--- src/rtl/mul_pkg.sv ---
// mul_pkg: shared FSM state type and counter-width helper for seq_multiplier.
package mul_pkg;
  typedef enum logic [1:0] {IDLE, CALC, DONE} mul_state_t;
  localparam int MUL_WIDTH = 32;
  localparam int MUL_CNT_W = $clog2(MUL_WIDTH);
endpackage

--- src/rtl/seq_multiplier.sv ---
// seq_multiplier: iterative radix-2 shift-and-add MUL/MLA with start/busy/done handshake.
// Fixed WIDTH-cycle latency; only the low WIDTH bits of the product are kept.
module seq_multiplier
  import mul_pkg::*;
#(
  parameter int WIDTH = 32
) (
  input  logic             clk,
  input  logic             rst_n,
  input  logic             start,
  input  logic             mla,
  input  logic [WIDTH-1:0] op_a,
  input  logic [WIDTH-1:0] op_b,
  input  logic [WIDTH-1:0] acc,
  output logic             busy,
  output logic             done,
  output logic [WIDTH-1:0] result,
  output logic             flag_n,
  output logic             flag_z
);
  localparam int CNT_W = $clog2(WIDTH);
  localparam logic [CNT_W-1:0] CNT_MAX = CNT_W'(WIDTH - 1);
  mul_state_t       state_q, state_d;
  logic [WIDTH-1:0] a_q, a_d, b_q, b_d, p_q, p_d, res_q, res_d, p_add;
  logic [CNT_W-1:0] cnt_q, cnt_d;
  logic             n_q, n_d, z_q, z_d;
  logic             calc, accept, last;
  always_comb begin
    calc    = state_q == CALC;
    accept  = start && !calc;
    last    = calc && cnt_q == CNT_MAX;
    p_add   = p_q + (b_q[0] ? a_q : '0);
    state_d = calc ? (last ? DONE : CALC) : (start ? CALC : IDLE);
    a_d     = accept ? op_a : calc ? a_q << 1 : a_q;
    b_d     = accept ? op_b : calc ? b_q >> 1 : b_q;
    p_d     = accept ? (mla ? acc : '0) : calc ? p_add : p_q;
    cnt_d   = accept ? '0 : calc ? cnt_q + CNT_W'(1) : cnt_q;
    res_d   = last ? p_add : res_q;
    n_d     = last ? p_add[WIDTH-1] : n_q;
    z_d     = last ? p_add == '0 : z_q;
  end
  always_ff @(posedge clk or negedge rst_n) begin
    if (!rst_n) begin
      state_q <= IDLE;
      a_q     <= '0;
      b_q     <= '0;
      p_q     <= '0;
      cnt_q   <= '0;
      res_q   <= '0;
      n_q     <= 1'b0;
      z_q     <= 1'b0;
    end else begin
      state_q <= state_d;
      a_q     <= a_d;
      b_q     <= b_d;
      p_q     <= p_d;
      cnt_q   <= cnt_d;
      res_q   <= res_d;
      n_q     <= n_d;
      z_q     <= z_d;
    end
  end
  assign busy   = state_q == CALC;
  assign done   = state_q == DONE;
  assign result = res_q;
  assign flag_n = n_q;
  assign flag_z = z_q;
endmodule

--- config.mk ---
export PLATFORM = sky130hd
export DESIGN_NAME = seq_multiplier
export DESIGN_NICKNAME = d
export VERILOG_FILES = /design/src/rtl/mul_pkg.sv /design/src/rtl/seq_multiplier.sv
export SDC_FILE = /design/constraint.sdc
export NUM_CORES = 1
export LEC_CHECK = 0
export BUFFER_PORTS_ARGS = -buffer_cell sky130_fd_sc_hd__buf_2
export CAP_MARGIN = 20
export CORE_ASPECT_RATIO = 1.4
export CORE_UTILIZATION = 40
export CTS_CLUSTER_SIZE = 30
export DETAILED_ROUTE_END_ITERATION = 12
export HOLD_SLACK_MARGIN = 0.05
export RECOVER_POWER = 25
export REMOVE_ABC_BUFFERS = 1
export SYNTH_ARGS = -nofsm -noshare
export SYNTH_HDL_FRONTEND = slang
export SYNTH_SLANG_ARGS = --single-unit
--- constraint.sdc ---
create_clock -name clk -period 4.2 [get_ports clk]
set_input_delay 0.21 -clock clk [delete_from_list [all_inputs] [get_ports clk]]
set_output_delay 0.21 -clock clk [all_outputs]
set_load 0.02 [all_outputs]
==> flow_metrics.tcl, run 1 <==
set metrics [dict create \
    r2r-end "flag_z$_DFFE_PN0P_" \
    synth_mux_area_share_pct 9.500 \
    status "complete, but fails checks" \
    max_slew_margin_pct -94.05 \
    violations "capacitance limit, slew limit" \
    use_met3_pct 4.007 \
    worst_pin_slew_ps 2911 \
    grt_use_met1_pct 25.83 \
    required_ps 4530 \
    avgSynthCellArea_um2 9.542 \
    min_from "acc[27]" \
    drive_gt1_share_pct 18.90 \
    arrival_ps 4070 \
    yosysWarnings 0 \
    critical_path_peak_fanout 14 \
    antenna_left 0 \
    antenna_found_initial 0 \
    holdPathStages 3 \
    async_flop_share_pct 100.0 \
    synthAdderAreaFrac_pct 5.581 \
    final_common_cell "dfrtp_1" \
    final_cell_area_um2 9229 \
    yosysUniqueCellTypes 67 \
    rr_startpoint "b_q[0]$_DFFE_PN0P_" \
    yosysSeqAreaShare_pct 43.87 \
    ys_ff_latch 136 \
    pwr-share-comb_pct 39.7 \
    fp-row-count 59 \
    hold_buffers 4 \
    synth_top_area_share_pct 43.87 \
    cts_sinks 136 \
    r2r_slack_ps 470 \
    worstRegToRegCells 13 \
    grt_pass1_wl_um 32930 \
    vdd.ir_drop.worst_v 0.0003232 \
    drc_errors 0 \
    synthSimpleGateAreaFrac_pct 14.55 \
    cts_root_buf "clkbuf_16" \
    grt-busiest-layer "met2" \
    post_drt_via_cell_ratio 5.308 \
    grt_use_met2_pct 36.34 \
    end_kind "register" \
    port_buffers 135 \
    core_um2 18820 \
    avgRoutedWirePerCell_um 16.77 \
    cts_tree "yes" \
    cts_buffers 17 \
    yosys.area.top_type "dfrtp_1" \
    grt_overflow 0 \
    start_kind "register" \
    p_leak_nw 4.439 \
    gp_congestion 0.8464 \
    layout_common_cells "dfrtp_1 (136), nand2_1 (126), buf_2 (108)" \
    pin_count 136 \
    grt_pass1_vias 6391 \
    clkPwrFrac_pct 24.7 \
    wl_um 19890 \
    synth_area_leaders "dfrtp_1 (44%), mux2i_1 (8.8%), o21ai_0 (6.7%), nand2_1 (6.1%), ha_1 (5.3%)" \
    start_util_pct 41.21 \
    powerDensity_nw_per_um2 677.3 \
    nets 1064 \
    track_usage_pct 20.99 \
    fillers 1855 \
    final_max_slew_viol_count 55 \
    die_y_um 166.8 \
    clock_path_buffers 2 \
    drt_iter0_drc 319 \
    vias 6295 \
    ctsResizeCount 0 \
    p_int_mw 3.747 \
    finalSetupViolations 0 \
    die_w_um 119.7 \
    holdPathEnd "p_q[27]$_DFFE_PN0P_" \
    grt_max_degree 91 \
    hp-class "in2reg" \
    fin_crit_sh_pct 88.91 \
    postSynthCellCount 813 \
    die_area_um2 19960 \
    synth_edf_count 0 \
    first_pass_iters 4 \
    dpl.hpwl_um 14520 \
    synth-xor-area-share_pct 3.371 \
    p_sw_mw 2.503 \
    synth_top_family_by_area "compound AO/OA/AOI/OAI gates" \
    synthToLayoutAreaGrowth_pct 18.97 \
    critPathKind "reg2reg" \
    finClkSkew_ps 8.879 \
    finalPower_mw 6.251 \
    clkLatencyLatePin_ps 420 \
    post_dp_cell_area_um2 8612 \
    htree_levels 4 \
    sw_frac_of_total_pct 40.05 \
    yosys_most_used_dff "dfrtp_1" \
    hold_viol_final 0 \
    clk_pin_slew_worst_paths_ps 60 \
    multi_input_comb_area_um2 4104 \
    p_seq_share_pct 35.6 \
    min_period_ps 3734 \
    ff_latch_area_um2 3403 \
    cap_viol_max_count 1 \
    synthesis.area_um2 7757 \
    antenna-diode-count 0 \
    fmax_mhz 267.8 \
    postCtsSetupRepairBufs 0 \
    synth_compound_area_share_pct 19.87 \
    rsz0062_at_grt "false" \
]
## sequential cells by signal, indices dropped and copies added, names as in the netlist
register,count
state_q,2
flag_n,1
p_q,32
b_q,32
result,31
a_q,32
flag_z,1
cnt_q,5
## power groups by stage
stage	clock network [mW]	registers (mW)	logic, mW
after floorplan	0	2.32	1.61
after global placement	0	2.25	2.50
after detailed placement	0	2.25	2.52
after CTS	1.57	2.24	2.53
after global routing	1.63	2.30	2.78
final	1.54	2.23	2.48
## area by class of cell
class	instances	area share, %
Timing Repair Buffer	151	8.433
Tap cell	244	3.308
Clock inverter	11	1.613
Inverter	8	0.3525
Multi-Input combinational cell	616	44.47
Clock buffer	20	4.948
Sequential cell	136	36.88
## worst max-delay path by stage
stage | slack [ps] | cells after the start | to | from
6_report | 470 | 13 | flag_z$_DFFE_PN0P_ | b_q[0]$_DFFE_PN0P_
2_1_floorplan | -760 | 11 | flag_z$_DFFE_PN0P_ | state_q[1]$_DFF_PN0_
4_1_cts | 500 | 13 | flag_z$_DFFE_PN0P_ | b_q[0]$_DFFE_PN0P_
3_5_place_dp | 510 | 13 | flag_z$_DFFE_PN0P_ | b_q[0]$_DFFE_PN0P_
5_1_grt | 230 | 13 | flag_z$_DFFE_PN0P_ | b_q[0]$_DFFE_PN0P_
3_3_place_gp | 600 | 13 | flag_z$_DFFE_PN0P_ | b_q[0]$_DFFE_PN0P_
## stage by stage
step | worst slack [ps] | utilization [%] | cells | setup TNS (ps) | hold WS (ps)
after floorplan | -764.8 | - | 760 | -764.8 | -85.59
after global placement | 601.3 | 45.75 | 1150 | 0 | 201.8
after detailed placement | 509.5 | 45.75 | 1150 | 0 | 201.8
after CTS | 495.8 | 49.18 | 1185 | 0 | 53.67
after global routing | 232.0 | 49.03 | 1186 | 0 | 58.44
final | 465.9 | 49.03 | 1186 | 0 | 64.31
## critical path, cell delays in order, from the launching register on
cell	delay, ps
dfrtp_1	500
and2_1	200
ha_1	200
fa_1	400
a21o_1	230
a221oi_4	360
o21ai_1	170
a31oi_1	250
xor2_1	300
and3_1	220
nand4_1	130
and4bb_1	320
nand4_1	130
o31ai_2	230
## logic make-up after synthesis
| logic type | after synthesis |
|---|---|
| flops | 136 |
| compound gates | 243 |
| buf+inv | 61 |
| fa+ha+maj | 34 |
| simple gates | 237 |
| xor+xnor | 29 |
| mux | 73 |
## per-layer routing
metal	vias to the layer above	wire length, µm
met5	-	0
met4	0	344
met3	22	654
met2	117	10270
met1	2997	8622
li1	3159	-
## Yosys cell counts (3+ instances only)
cell type and count:
and2_1 35, nand2_1 127, nor3_1 3, inv_1 6, nor4_1 3, nand4_1 9, a221oi_1 32, ha_1 33
o21ai_1 3, nor2_1 27, mux2_2 5, a31oi_1 4, mux2i_1 68, buf_1 9, xnor2_1 14, clkbuf_1 39
and3_1 4, xor2_1 14, a21oi_2 5, a21oi_1 52, dfrtp_1 136, nor2b_1 4, nand3_1 6, o21ai_0 104
a21o_1 18, nand2b_1 6
Power figures use the tool's default switching activity.
==> run 2: changes to the inputs <==
--- a/config.mk
+++ b/config.mk
@@ -5,6 +5,7 @@
 export SDC_FILE = /design/constraint.sdc
 export NUM_CORES = 1
 export LEC_CHECK = 0
+export ABC_AREA = 1
 export BUFFER_PORTS_ARGS = -buffer_cell sky130_fd_sc_hd__buf_2
 export CAP_MARGIN = 20
 export CORE_ASPECT_RATIO = 1.4
@@ -12,8 +13,10 @@
 export CTS_CLUSTER_SIZE = 30
 export DETAILED_ROUTE_END_ITERATION = 12
 export HOLD_SLACK_MARGIN = 0.05
+export PLACE_DENSITY = 0.68
 export RECOVER_POWER = 25
 export REMOVE_ABC_BUFFERS = 1
+export SLEW_MARGIN = 20
 export SYNTH_ARGS = -nofsm -noshare
 export SYNTH_HDL_FRONTEND = slang
 export SYNTH_SLANG_ARGS = --single-unit
==> run 2 against run 1 <==
The run still ends with capacitance limit, slew limit left. Cell area increased by 17%. Flip-flop and latch count unchanged. Register-to-register slack improved by 510 ps. Worst hold slack improved by 52 ps. Non-clock buffer count increased by 81. Sequential power about the same. Final cell count increased by 43%. Clock power about the same. Maximum frequency increased by 16%. Highest routed layer unchanged.
==> flow_metrics.tcl, run 2 <==
set metrics [dict create \
    cts_root_buf "clkbuf_16" \
    crit_start "b_q[0]$_DFFE_PN0P_" \
    die_w_um 124.7 \
    synth_edf_count 0 \
    min_from "acc[31]" \
    final_max_slew_viol_count 33 \
    yosys.area.top_type "dfrtp_1" \
    vias 8305 \
    required_ps 4530 \
    antenna-diode-count 0 \
    start_kind "register" \
    htree_levels 4 \
    post_drt_via_cell_ratio 4.897 \
    cts_buffers 17 \
    drc_errors 0 \
    hold_ws_ps 116.1 \
    synthAdderAreaFrac_pct 5.134 \
    fillers 2030 \
    track_usage_pct 24.70 \
    postSynthCellCount 1220 \
    drt_iter0_drc 423 \
    fmax_mhz 310.3 \
    max_slew_margin_pct -16.84 \
    synth_top_family_by_area "simple AND/OR/NAND/NOR gates" \
    antenna_found_initial 0 \
    yosysSeqAreaShare_pct 40.36 \
    setup_ws_ps 976.9 \
    final_common_cell "nand2_1" \
    powerDensity_nw_per_um2 637.1 \
    async_flop_share_pct 100.0 \
    finClkSkew_ps 12.23 \
    antenna_left 0 \
    drive_gt1_share_pct 11.39 \
    dpl.hpwl_um 18420 \
    cts_sinks 136 \
    clkLatencyLatePin_ps 440 \
    synth_common_cells "nand2_1 (494), inv_1 (203), dfrtp_1 (136)" \
    yosysUniqueCellTypes 33 \
    avgRoutedWirePerCell_um 15.11 \
    arrival_ps 3550 \
    finalSetupTns_ps 0 \
    fp-row-count 62 \
    gp_congestion 0.9317 \
    post-place-ws_ps 1007 \
    critical_path_peak_fanout 26 \
    top_regs "a_q (32), b_q (32), p_q (32)" \
    grt_overflow 0 \
    clk_pin_slew_worst_paths_ps 70 \
    rr_startpoint "b_q[0]$_DFFE_PN0P_" \
    end_kind "register" \
    ys_ff_latch 136 \
    status "complete, but fails checks" \
    synth_top_area_share_pct 40.36 \
    p_leak_nw 5.693 \
    finalSetupViolations 0 \
    synthToLayoutAreaGrowth_pct 27.92 \
    synth-xor-area-share_pct 1.662 \
    grt_pass1_vias 8510 \
    synthSimpleGateAreaFrac_pct 30.40 \
    cap_viol_max_count 1 \
    vdd.ir_drop.worst_v 0.0003221 \
    post-place-cells 1576 \
    grt_pass1_wl_um 42260 \
    synthesis.area_um2 8433 \
    yosys_most_used_dff "dfrtp_1" \
    start_util_pct 41.02 \
    fin_crit_sh_pct 76.74 \
    finalNonFillerCells 1696 \
    yosysMostFrequentCell "nand2_1" \
    core_um2 20560 \
    nets 1561 \
    first_pass_iters 5 \
    yosysWarnings 0 \
    synth_area_leaders "dfrtp_1 (40%), nand2_1 (22%), inv_1 (9.0%), ha_1 (4.9%), o211ai_1 (4.5%)" \
    hp-class "in2reg" \
    ctsResizeCount 0 \
    wl_um 25630 \
    rsz0062_at_grt "false" \
    cts_tree "yes" \
    min_period_ps 3223 \
    layout_common_cells "nand2_1 (494), inv_1 (203), dfrtp_1 (136)" \
    grt_max_degree 81 \
    port_buffers 135 \
    critPathKind "reg2reg" \
    worst_pin_slew_ps 1753 \
    clock_path_buffers 2 \
    synth_compound_area_share_pct 11.17 \
    synth_mux_area_share_pct 0 \
    pin_count 136 \
    die_y_um 173.8 \
    die_area_um2 21680 \
    violations "capacitance limit, slew limit" \
    hold_viol_final 0 \
    avgSynthCellArea_um2 6.912 \
]
[run 2: changes by cell type after synthesis, moves of 12 or more]
| cell | previous run | this run |
|---|---|---|
| a21o_1 | 18 | 0 |
| a21oi_1 | 52 | 16 |
| a221oi_1 | 32 | 0 |
| and2_1 | 35 | 0 |
| inv_1 | 6 | 203 |
| mux2i_1 | 68 | 0 |
| nand2_1 | 127 | 494 |
| nand2_2 | 0 | 12 |
| nand3_1 | 6 | 49 |
| nor2_1 | 27 | 60 |
| o211ai_1 | 1 | 51 |
| o21ai_0 | 104 | 49 |
| o221ai_1 | 1 | 17 |
[run 2: per-layer routing]
layer / track usage (%) / vias to the layer above / part of all wire [%]
met5: 0 / - / 0
li1: - / 4234 / -
met4: 8.886 / 0 / 2.4
met1: 29.80 / 3853 / 43
met2: 44.11 / 177 / 50
met3: 3.796 / 41 / 3.6
[run 2: stage by stage]
stage               utilization (%)  power (mW)  area [µm²]
global route                  52.48       7.429       10790
finish                        52.48       6.873       10790
global placement              45.48       5.234        9349
detailed placement            45.48       5.293        9349
CTS                           52.73       6.947       10840
floorplan                         -       4.286        8259
[run 2: path summary, 6_finish.rpt]
path / to / slack, ps / depth (start not counted)
min reg2reg: result[6]$_DFFE_PN0P_ / 480 / 2
min: p_q[31]$_DFFE_PN0P_ / 120 / 5
max in group asynchronous: p_q[30]$_DFFE_PN0P_ / 1390 / 3
min in group asynchronous: b_q[31]$_DFFE_PN0P_ / 790 / 2
max: flag_z$_DFFE_PN0P_ / 980 / 16
max reg2reg: flag_z$_DFFE_PN0P_ / 980 / 16
[run 2: power by group]
part | switching, mW | total, mW | internal, mW
Combinational | 2.02 | 3.08 | 1.07
Clock | 0.662 | 1.56 | 0.900
Sequential | 0.370 | 2.23 | 1.86
Total | 3.05 | 6.87 | 3.82
[run 2: logic make-up after synthesis]
logic type	Yosys count
AND/OR/NAND/NOR	638
AO/OA/AOI/OAI	145
buffers and inverters	251
flip-flops	136
XOR/XNOR	16
adder cells (fa/ha/maj)	34
[run 2: timing repair]
item	4_1_cts	5_1_grt
hold buffers	88	0
endpoints found under the hold margin	117	0
setup buffers	0	0
[run 2: worst max-delay path: stages (launching register included)]
cell	delay (ps)
dfrtp_1	960
nand2_1	110
inv_1	100
ha_1	220
fa_1	300
nand2_1	90
nand2_1	120
nand3_1	100
nand2_2	140
xor2_1	420
nor2_1	100
nand3_1	120
nor2_1	70
nand2_1	100
nor2_1	60
nand2_1	60
nand2_1	40
[run 2: area by class of cell]
| class | count | area (µm²) | area share, % |
|---|---|---|---|
| clock buffer | 17 | 425.4 | 3.943 |
| clock inverter | 15 | 185.2 | 1.717 |
| inverter | 207 | 777.0 | 7.203 |
| multi-input combinational | 833 | 4086 | 37.88 |
| sequential | 136 | 3403 | 31.55 |
| tap | 256 | 320.3 | 2.969 |
| timing repair buffer | 232 | 1590 | 14.74 |
